File: src/rtl/arb_mux.sv
// arb_mux: N-to-1 arbitrating multiplexer with a registered output stage.
// Each cycle one valid input is selected, either by fixed priority (lowest
// index wins) or round-robin. The selected payload and its index are
// registered and presented on out_* one cycle later.
//
// Ports:
//   clk        clock, all state updates on the rising edge
//   rst_n      synchronous active-low reset
//   in_valid   per-channel request, bit i belongs to channel i
//   in_ready   per-channel accept, at most one bit high
//   in_data    packed payloads, channel i at [i*DATA_WIDTH +: DATA_WIDTH]
//   out_valid  output register holds a beat
//   out_ready  consumer accepts the beat
//   out_data   registered payload of the winning channel
//   out_sel    registered index of the winning channel
module arb_mux #(
    parameter int DATA_WIDTH = 32,
    parameter int NUM_IN     = 5,
    parameter int MODE       = 0,
    localparam int SEL_WIDTH = (NUM_IN > 1) ? $clog2(NUM_IN) : 1
) (
    input  logic                         clk,
    input  logic                         rst_n,
    input  logic [NUM_IN-1:0]            in_valid,
    output logic [NUM_IN-1:0]            in_ready,
    input  logic [NUM_IN*DATA_WIDTH-1:0] in_data,
    output logic                         out_valid,
    input  logic                         out_ready,
    output logic [DATA_WIDTH-1:0]        out_data,
    output logic [SEL_WIDTH-1:0]         out_sel
);

    localparam int unsigned N = NUM_IN;

    logic                  valid_q, valid_d;
    logic [DATA_WIDTH-1:0] data_q,  data_d;
    logic [SEL_WIDTH-1:0]  sel_q,   sel_d;
    logic [SEL_WIDTH-1:0]  ptr_q,   ptr_d;

    logic [NUM_IN-1:0]     grant_oh;
    logic [SEL_WIDTH-1:0]  grant_idx;
    logic                  grant_any;
    logic [DATA_WIDTH-1:0] grant_data;
    logic                  load_en;

    // Grant search: visit channels in priority order and take the first
    // valid one. In round-robin mode the order starts at ptr and wraps.
    always_comb begin
        int unsigned idx;
        idx       = 0;
        grant_oh  = '0;
        grant_idx = '0;
        grant_any = 1'b0;
        for (int unsigned k = 0; k < N; k++) begin
            if (MODE == 1) begin
                idx = 32'(ptr_q) + k;
                if (idx >= N) begin
                    idx = idx - N;
                end
            end else begin
                idx = k;
            end
            if (!grant_any && in_valid[idx]) begin
                grant_any     = 1'b1;
                grant_oh[idx] = 1'b1;
                grant_idx     = SEL_WIDTH'(idx);
            end
        end
    end

    // One-hot AND-OR select keeps the payload path free of index decoding.
    always_comb begin
        grant_data = '0;
        for (int unsigned i = 0; i < N; i++) begin
            if (grant_oh[i]) begin
                grant_data = in_data[i*DATA_WIDTH +: DATA_WIDTH];
            end
        end
    end

    assign load_en  = !valid_q || out_ready;
    assign in_ready = load_en ? grant_oh : '0;

    always_comb begin
        valid_d = valid_q;
        data_d  = data_q;
        sel_d   = sel_q;
        ptr_d   = ptr_q;
        if (grant_any && load_en) begin
            valid_d = 1'b1;
            data_d  = grant_data;
            sel_d   = grant_idx;
            if (MODE == 1) begin
                if (32'(grant_idx) == N - 1) begin
                    ptr_d = '0;
                end else begin
                    ptr_d = grant_idx + 1'b1;
                end
            end
        end else if (valid_q && out_ready) begin
            valid_d = 1'b0;
        end
    end

    always_ff @(posedge clk) begin
        if (!rst_n) begin
            valid_q <= 1'b0;
            data_q  <= '0;
            sel_q   <= '0;
            ptr_q   <= '0;
        end else begin
            valid_q <= valid_d;
            data_q  <= data_d;
            sel_q   <= sel_d;
            ptr_q   <= ptr_d;
        end
    end

    assign out_valid = valid_q;
    assign out_data  = data_q;
    assign out_sel   = sel_q;

endmodule
File: config.mk
export PLATFORM = sky130hd
export DESIGN_NAME = arb_mux
export DESIGN_NICKNAME = d
export VERILOG_FILES = /design/src/rtl/arb_mux.sv
export SDC_FILE = /design/constraint.sdc
export NUM_CORES = 1
export LEC_CHECK = 0
export BUFFER_PORTS_ARGS = -buffer_cell sky130_fd_sc_hd__buf_2
export CAP_MARGIN = 20
export CORE_ASPECT_RATIO = 0.8
export CORE_MARGIN = 10
export CORE_UTILIZATION = 25
export CTS_CLUSTER_DIAMETER = 50
export DETAILED_ROUTE_END_ITERATION = 16
export GPL_TIMING_DRIVEN = 0
export HOLD_SLACK_MARGIN = 0.02
export SLEW_MARGIN = 20
export SYNTH_ARGS = -nofsm -noshare
export SYNTH_HDL_FRONTEND = slang
export SYNTH_SLANG_ARGS = --single-unit
File: constraint.sdc
create_clock -name clk -period 3.45 [get_ports clk]
set_input_delay 0.5175 -clock clk [delete_from_list [all_inputs] [get_ports clk]]
set_output_delay 0.5175 -clock clk [all_outputs]
set_load 0.02 [all_outputs]
* Yosys cells after proc, flatten, opt, wreduce, memory -nomap -nowiden
Cells that the tools add are included.
** Operators by class
- Muxes and demuxes :: 22
- Reduce and logical (&&, ||, !) cells :: 13
** Operators by type and width (count)
- $mux 32 :: 5
- $mux 5 :: 2
- $mux 1 :: 9
- $logic_and 1x1->1 :: 6
- $mux 2 :: 3
- $mux 3 :: 2
- $logic_not 1->1 :: 5
- $mux 4 :: 1
- $reduce_bool 2->1 :: 1
- $logic_or 1x1->1 :: 1
** Storage, ports and cells
- Output and inout bits :: 41
- Register bits after elaboration :: 36

* Longest topological paths before layout
Gate-level depths: netlist of run 1.
- Depth after elaboration :: 18
- Depth in mapped cells :: 7

* Worst setup path after synthesis of run 1
Ideal clock, no wire load.
- Path kind :: in2out
- From :: in in_valid[1]
- To :: out in_ready[3]
- Path buffers :: 2
- Cell stages on the path :: 5
- Required time :: 2.932 ns
- Arrival :: 1.557 ns
- Path slack :: 1.375 ns
- Path through :: buf_2 > nor2_1 > nand3_1 > clkbuf_1 > nor2_1
** On the way
- Cells in the longest elaborated chain, start to end :: 10
** Ends and longest elaborated chain
- start: declaration :: RTL line 24 : input logic [NUM_IN-1:0] in_valid,
- $logic_and 1x1->1 (*) :: RTL line 63 : if (!grant_any && in_valid[idx]) begin
- $mux 1 (*) :: RTL line 63
- $logic_not 1->1 :: RTL line 63
- $logic_and 1x1->1 :: RTL line 63
- $mux 1 (*) :: RTL line 63
- $logic_not 1->1 (*) :: RTL line 63
- $logic_and 1x1->1 (*) :: RTL line 63
- $mux 4 (*) :: RTL line 63
- $mux 5 (*) :: RTL line 63
- $mux 5 (*) :: RTL line 82 : assign in_ready = load_en ? grant_oh : '0;
- end: declaration :: RTL line 25 : output logic [NUM_IN-1:0] in_ready,
Mark *: on every way between the ends. The rest lies on a longest branch, timed or not.

* Worst setup path after layout of run 1
Same ends and word-level chain as after synthesis.

==> qor.yml, run 1 <==
status:
  status: "completed"
yosys:
  synth_area_um2: 2430
  synth_seq_area_share_pct: 29.7
  syn_avg_cell_area_um2: 8.17
  synthesis.nets: 465
  ys_types: 25
  ys.warnings.count: 0
  synth_cells: 297
  synth_seq_cells: 36
detailed_routing:
  dr.pass1.iters: 4
  antenna_left: 0
  drt_iter0_drc: 186
  drt-total-wl_um: 13100
  num_vias: 3440
  routedWlPerCell_um: 20.9
  viasPerCell: 5.47
  drcViolationCount: 0
floorplanning:
  start_util_pct: 25.4
  die_h_um: 108
  die_w_um: 130
  dieArea_um2: 14100
  core.rowCount: 32
  io_pins: 209
  coreArea_um2: 9570
finish:
  layout_common_cells: "219 x buf_2, 36 x dfxtp_1, 33 x nand2b_1, 33 x nand2_1, 33 x a31oi_1"
  antenna_cells: 0
  area_delta_synth_final_pct: 54.9
  nFillCells: 1016
  fin_area_um2: 3760
  drive_above_1_share_pct: 45.1
  nets: 678
  layout_commonest_cell: "buf_2"
timing:
  hold_viol_final: 0
  slew_headroom_pct: 57.9
  rsz0062_at_grt: "no"
  fin_tns_setup_ns: 0
  finalSetupViolations: 0
  slew_violations: 0
  finClkSkew_ns: 0.00665
  min_period_ns: 2.40
  period_share_pct: 69.4
  tightest_slew_ns: 0.631
  max_freq_mhz: 417
clocking:
  cts_setup_buffers: 0
  cts_tree: "done"
  clk_pin_slew_ns: 0.06
  cts-resized-gates: 0
  cts.path.max_buffers: 2
  hold_buffers: 0
  cts_root_buf: "clkbuf_16"
  numCtsBuffers: 5
  h-tree-depth: 2
  cts_sinks: 36
  clock_latency_ns: 0.28
setup_path:
  worst_ep_required_time_ns: 2.93
  worstPathMaxFanout: 10
  critPathCaptureType: "primary output"
  ff2ff_path_depth: 5
  startpoint_type: "input pin"
  cp_data_arrival_time_ns: 1.88
  crit_chain: "buf_2 > nor2_1 > nand3_1 > clkbuf_1 > nor2_1 > buf_2"
  crit_type: "in2out"
  crit_path_max_incr_delay_ns: 0.34
  cp_slowest_cell: "clkbuf_1"
pwr:
  internal_power_w: 0.000938
  p_per_area_nw_per_um2: 361
  swShare_pct: 30.9
  clockPowerShare_pct: 34.9
  p_comb_share_pct: 30.0
  ir_drop_mv: 0.165
  p_sw_w: 0.000419
  p_seq_share_pct: 35.1
  power_leakage_nw: 1.77
worst_hold_path:
  whs_path_depth: 3
  hold_class: "in2reg"
flow_run:
  maxCapViolations: 0
place:
  hpwl_um: 10500
  io_buffer_count: 206
  place_area_um2: 3610
  gp_congestion: 0.875
global_routing:
  grt_max_degree: 11
  grt_pass1_vias: 3656
  grt_pass1_wl_um: 19300
  track_usage_pct: 17.3
  antenna_found_initial: 0
  grt-ovfl-total: 0
-- path summary, 6_finish.rpt --
kind / start / to / slack (ns)
hold / removal: in_data[127] / out_data[31] / 0.50
setup / recovery: in_valid[1] / in_ready[3] / 1.05
setup reg to reg: out_valid / out_data[23] / 1.55
hold reg to reg: out_sel[2] / out_sel[2] / 0.51
-- routing by layer --
metal / track usage (%) / wire, um / share of wire (%) / vias to the layer above
li1: - / - / - / 1616
met1: 20.2 / 5210 / 40 / 1608
met2: 29.0 / 6120 / 47 / 210
met3: 7.09 / 1720 / 13 / 6
met4: 4.17 / 78 / 0.59 / 0
met5: 0 / 0 / 0 / -
-- sequential cells by signal (all words and copies together), names as in the netlist --
signal,cells
out_valid,1
out_data,32
out_sel,3
-- power by group through the flow --
stage	clock (W)	combinational (W)	sequential, W
3_5_place_dp	0	0.000407	0.000484
6_report	0.000474	0.000407	0.000476
2_1_floorplan	0	0.000164	0.000531
3_3_place_gp	0	0.000403	0.000483
5_1_grt	0.000503	0.000442	0.000481
4_1_cts	0.000483	0.000407	0.000476
-- cell usage after synthesis --
master / number / share of area, %
a211o_1: 32 / 12
a21oi_1: 2 / 0.41
a21oi_2: 1 / 0.36
a31oi_1: 33 / 8.5
and2_1: 2 / 0.52
and3_1: 1 / 0.26
buf_2: 13 / 2.7
buf_4: 1 / 0.31
clkbuf_1: 25 / 3.9
dfxtp_1: 36 / 30
inv_1: 6 / 0.93
nand2_1: 33 / 5.1
nand2b_1: 33 / 8.5
nand3_1: 1 / 0.21
nand3_2: 1 / 0.41
nor2_1: 5 / 0.77
nor2b_1: 2 / 0.52
nor3_1: 1 / 0.21
nor3b_1: 1 / 0.31
nor4_4: 1 / 0.88
o2111ai_1: 32 / 12
o21ai_0: 1 / 0.21
o221ai_1: 32 / 12
o22ai_1: 1 / 0.26
o32a_1: 1 / 0.41
-- area by class of cell --
type / count / area (um2) / area share, %
multi-input combinational: 216 / 1520 / 40.3
buffer: 39 / 166 / 4.43
timing repair buffer: 206 / 1030 / 27.4
clock buffer: 7 / 153 / 4.06
inverter: 6 / 22.5 / 0.599
tap: 119 / 149 / 3.96
sequential: 36 / 721 / 19.2
-- critical path, delay by kind of cell --
| family | cells | cell delay (ns) |
|---|---|---|
| buf+inv | 3 | 0.70 |
| simple gates | 3 | 0.66 |
-- per-stage QoR --
step / setup slack [ns] / power (W) / instances / hold slack (ns) / util, %
after floorplan: 1.38 / 0.000695 / 297 / 0.576 / -
after global placement: 1.09 / 0.000886 / 622 / 0.500 / 37.7
after detailed placement: 1.09 / 0.000891 / 622 / 0.497 / 37.7
after CTS: 1.08 / 0.00137 / 629 / 0.491 / 39.3
after global routing: 0.936 / 0.00143 / 629 / 0.499 / 39.3
final: 1.05 / 0.00136 / 629 / 0.496 / 39.3
-- kinds of logic after synthesis --
family / count (synthesis) / synth area share [%]
buffers and inverters: 45 / 7.79
AO/OA/AOI/OAI: 135 / 44.8
AND/OR/NAND/NOR: 81 / 17.7
flip-flops: 36 / 29.7
(Power assumes the default switching activity.)
==> run 2, diff against run 1 <==
- ABC_AREA: default -> 1
- clock period: 3.45 -> 2.2 ns (I/O delays scaled with it)
==> run 2 against run 1 <==
Routed wire length is 9.5% higher. Via count is 20% higher. Synthesized cell count is 97% higher. Flip-flop and latch count stayed put. Count of clock-buffer cells in the layout stayed put. Global-route usage is 0.94 points lower. Critical path depth is 1 higher. Register-to-register slack worse by 1.1 ns. Critical path type unchanged. Highest routed layer unchanged.
==> qor.yml, run 2 <==
worst_hold_path:
  hold_class: "in2reg"  # unchanged
  whs_endpoint: "out_sel[1]"  # was out_data[31]
  min_from: "rst_n"  # was in_data[127]
  whs_path_depth: 3  # unchanged
clocking:
  cts_root_buf: "clkbuf_16"  # unchanged
  hold_buffers: 0  # unchanged
  cts_tree: "done"  # unchanged
  cts.path.max_buffers: 2  # unchanged
  clk_pin_slew_ns: 0.06  # about the same
  cts-resized-gates: 0  # unchanged
  cts_setup_buffers: 0  # unchanged
  h-tree-depth: 2  # unchanged
  cts_sinks: 36  # unchanged
  clock_latency_ns: 0.28  # about the same
  numCtsBuffers: 5  # unchanged
timing:
  slew_headroom_pct: 59.7  # was 57.9%
  period_share_pct: 87.1
  slew_violations: 0  # unchanged
  rsz0062_at_grt: "no"  # unchanged
  finalSetupViolations: 0  # unchanged
  finClkSkew_ns: 0.00419  # was 0.00665 ns
  max_freq_mhz: 522
  fin_tns_setup_ns: 0  # unchanged
  timing.final.ws_setup_ns: 0.284  # was 1.05 ns
  hold_viol_final: 0  # unchanged
  min_period_ns: 1.92
  tightest_slew_ns: 0.605  # was 0.631 ns
global_routing:
  grt-ovfl-total: 0  # unchanged
  grt_max_degree: 12  # was 11
  grt_pass1_wl_um: 22200  # was 19300 um
  antenna_found_initial: 1  # was 0
  track_usage_pct: 16.4  # was 17.3%
  grt_pass1_vias: 4017  # was 3656
yosys:
  synthesis.nets: 754  # was 465
  synth_enable_flop_cells: 0  # unchanged
  ys_types: 20  # was 25
  synth_compound_area_share_pct: 6.53  # was 44.8%
  synth_simple_gate_area_share_pct: 54.2  # was 17.7%
  synth.most_common_cell: "nand2_1"  # was dfxtp_1
  synth_seq_area_share_pct: 24.1  # was 29.7%
  synth_seq_cells: 36  # unchanged
  synth_area_leaders: "nand2_1 24%, dfxtp_1 24%, nor2_1 17%"  # was dfxtp_1 30%, a211o_1 12%, o2111ai_1 12%
  ys.warnings.count: 0  # unchanged
  synth_largest_area_cell: "nand2_1"  # was dfxtp_1
  syn_avg_cell_area_um2: 5.10  # was 8.17 um2
  dominantRegCellSynth: "dfxtp_1"  # unchanged
  synth_top_area_share_pct: 24.5  # was 29.7%
  synth_fa_ha_area_share_pct: 0  # unchanged
  async_flop_share_pct: 0  # unchanged
  synth.area.mux_share_pct: 0  # unchanged
  synth_common_cells: "195 x nand2_1, 132 x nor2_1, 72 x inv_1"  # was 36 x dfxtp_1, 33 x a31oi_1, 33 x nand2_1, 33 x nand2b_1
  synth_xor_area_share_pct: 0  # unchanged
  synth_cells: 586  # was 297
  synth_top_family_by_area: "simple AND/OR/NAND/NOR gates"  # was compound AO/OA/AOI/OAI gates
  synth_area_um2: 2990  # was 2430 um2
finish:
  largest_register_ffs: 32  # unchanged
  layout_commonest_cell: "buf_2"  # unchanged
  nets: 967  # was 678
  layout_common_cells: "228 x buf_2, 195 x nand2_1, 132 x nor2_1, 72 x inv_1, 64 x nand3_1"  # was 219 x buf_2, 36 x dfxtp_1, 33 x nand2b_1, 33 x nand2_1, 33 x a31oi_1
  area_delta_synth_final_pct: 46.8  # was 54.9%
  multi_input_area_um2: 1820  # was 1520 um2
  nFillCells: 1372  # was 1016
  seq_area_um2: 721  # unchanged
  drive_above_1_share_pct: 30.5  # was 45.1%
  antenna_cells: 0  # unchanged
place:
  hpwl_um: 11300  # was 10500 um
  gp_congestion: 0.834  # was 0.875
  io_buffer_count: 206  # unchanged
  dp_slack_ns: 0.269  # was 1.09 ns
pwr:
  p_per_area_nw_per_um2: 521  # was 361 nW/um2
  ir_drop_mv: 0.271  # was 0.165 mV
  power_leakage_nw: 2.67  # was 1.77 nW
detailed_routing:
  routedWlPerCell_um: 15.2  # was 20.9 um
  drt_iter0_drc: 234  # was 186
  drcViolationCount: 0  # unchanged
  dr.pass1.iters: 4  # unchanged
  drt-total-wl_um: 14400  # was 13100 um
  antenna_left: 0  # unchanged
  num_vias: 4128  # was 3440
  viasPerCell: 4.35  # was 5.47
setup_path:
  ff2ff_path_depth: 7  # was 5
  critPathCaptureType: "primary output"  # unchanged
  worstPathMaxFanout: 10  # unchanged
  crit_type: "in2out"  # unchanged
  worstReg2RegEnd: "out_data[15]"  # was out_data[23]
  cp_data_arrival_time_ns: 1.59  # was 1.88 ns
  startpoint_type: "input pin"  # unchanged
  ff2ff_setup_slack_ns: 0.45  # was 1.55 ns
  worst_ep_required_time_ns: 1.87  # was 2.93 ns
  timing.rr.start: "out_valid"  # unchanged
status:
  status: "completed"  # unchanged
floorplanning:
  dieArea_um2: 16800  # was 14100 um2
  die_w_um: 142  # was 130 um
  core.rowCount: 35  # was 32
  coreArea_um2: 11600  # was 9570 um2
  start_util_pct: 25.7  # was 25.4%
  io_pins: 209  # unchanged
  die_h_um: 118  # was 108 um
flow_run:
  maxCapViolations: 0  # unchanged
## run 2: cell count changes in the layout (fill, tap and decap cells not counted), moves of 33 or more
| cell | change |
|---|---|
| nand2_1 | +162 |
| a21oi_1 | +34 |
| inv_1 | +66 |
| nand2b_1 | -33 |
| nor2_1 | +127 |
| a31oi_1 | -33 |
| nand3_1 | +63 |
## run 2: cell type report
cell class | instances | area share (%)
Multi-Input combinational cell | 440 | 41.4
Buffer | 37 | 4.05
Sequential cell | 36 | 16.4
Clock inverter | 1 | 0.685
Inverter | 73 | 6.25
Tap cell | 148 | 4.22
Timing Repair Buffer | 206 | 23.5
Clock buffer | 7 | 3.48
## run 2: critical path, cell delays in order
cell,delay [ns]
buf_2,0.16
nor2_2,0.13
buf_4,0.21
buf_4,0.21
inv_1,0.07
nor4_1,0.24
buf_2,0.22
## run 2: worst max-delay path by stage
stage / slack (ns) / endpoint / from / cells after the start
floorplan: 0.23 / in_ready[3] / in_valid[1] / 6
global placement: 0.24 / in_ready[3] / in_valid[1] / 7
detailed placement: 0.27 / in_ready[3] / in_valid[1] / 7
CTS: 0.25 / in_ready[3] / in_valid[1] / 7
global route: 0.16 / in_ready[3] / in_valid[1] / 7
finish: 0.28 / in_ready[3] / in_valid[1] / 7
## run 2: kinds of logic (layout without fill, tap and decap cells)
family	Yosys count	count (layout)
AND/OR/NAND/NOR	401	401
buffers and inverters	110	324
flip-flops	36	36
AO/OA/AOI/OAI	39	39
## run 2: metal layers
| metal | global-route usage, % | routed length [um] | part of all wire, % | up-vias |
|---|---|---|---|---|
| li1 | - | - | - | 2190 |
| met1 | 21.1 | 6560 | 46 | 1785 |
| met2 | 26.1 | 6350 | 44 | 151 |
| met3 | 5.93 | 1430 | 10 | 2 |
| met4 | 1.85 | 38 | 0.26 | 0 |
| met5 | 0 | 0 | 0 | - |
## run 2: per-stage QoR
stage / instances / cell area (um2) / util [%] / total power [W] / hold slack [ns]
2_1_floorplan: 586 / 2990 / - / 0.00111 / 0.468
3_3_place_gp: 940 / 4200 / 36.2 / 0.00141 / 0.450
3_5_place_dp: 940 / 4200 / 36.2 / 0.00142 / 0.453
4_1_cts: 948 / 4390 / 37.8 / 0.00231 / 0.304
5_1_grt: 948 / 4390 / 37.8 / 0.00243 / 0.351
6_report: 948 / 4390 / 37.8 / 0.00228 / 0.314
## run 2: report_power, final
group          internal [W]  switching [W]  leakage (nW)  total, W
sequential         0.000705      0.0000246         0.298  0.000730
combinational      0.000270       0.000400          2.29  0.000669
clock              0.000597       0.000288        0.0901  0.000886
total               0.00157       0.000713          2.67   0.00228
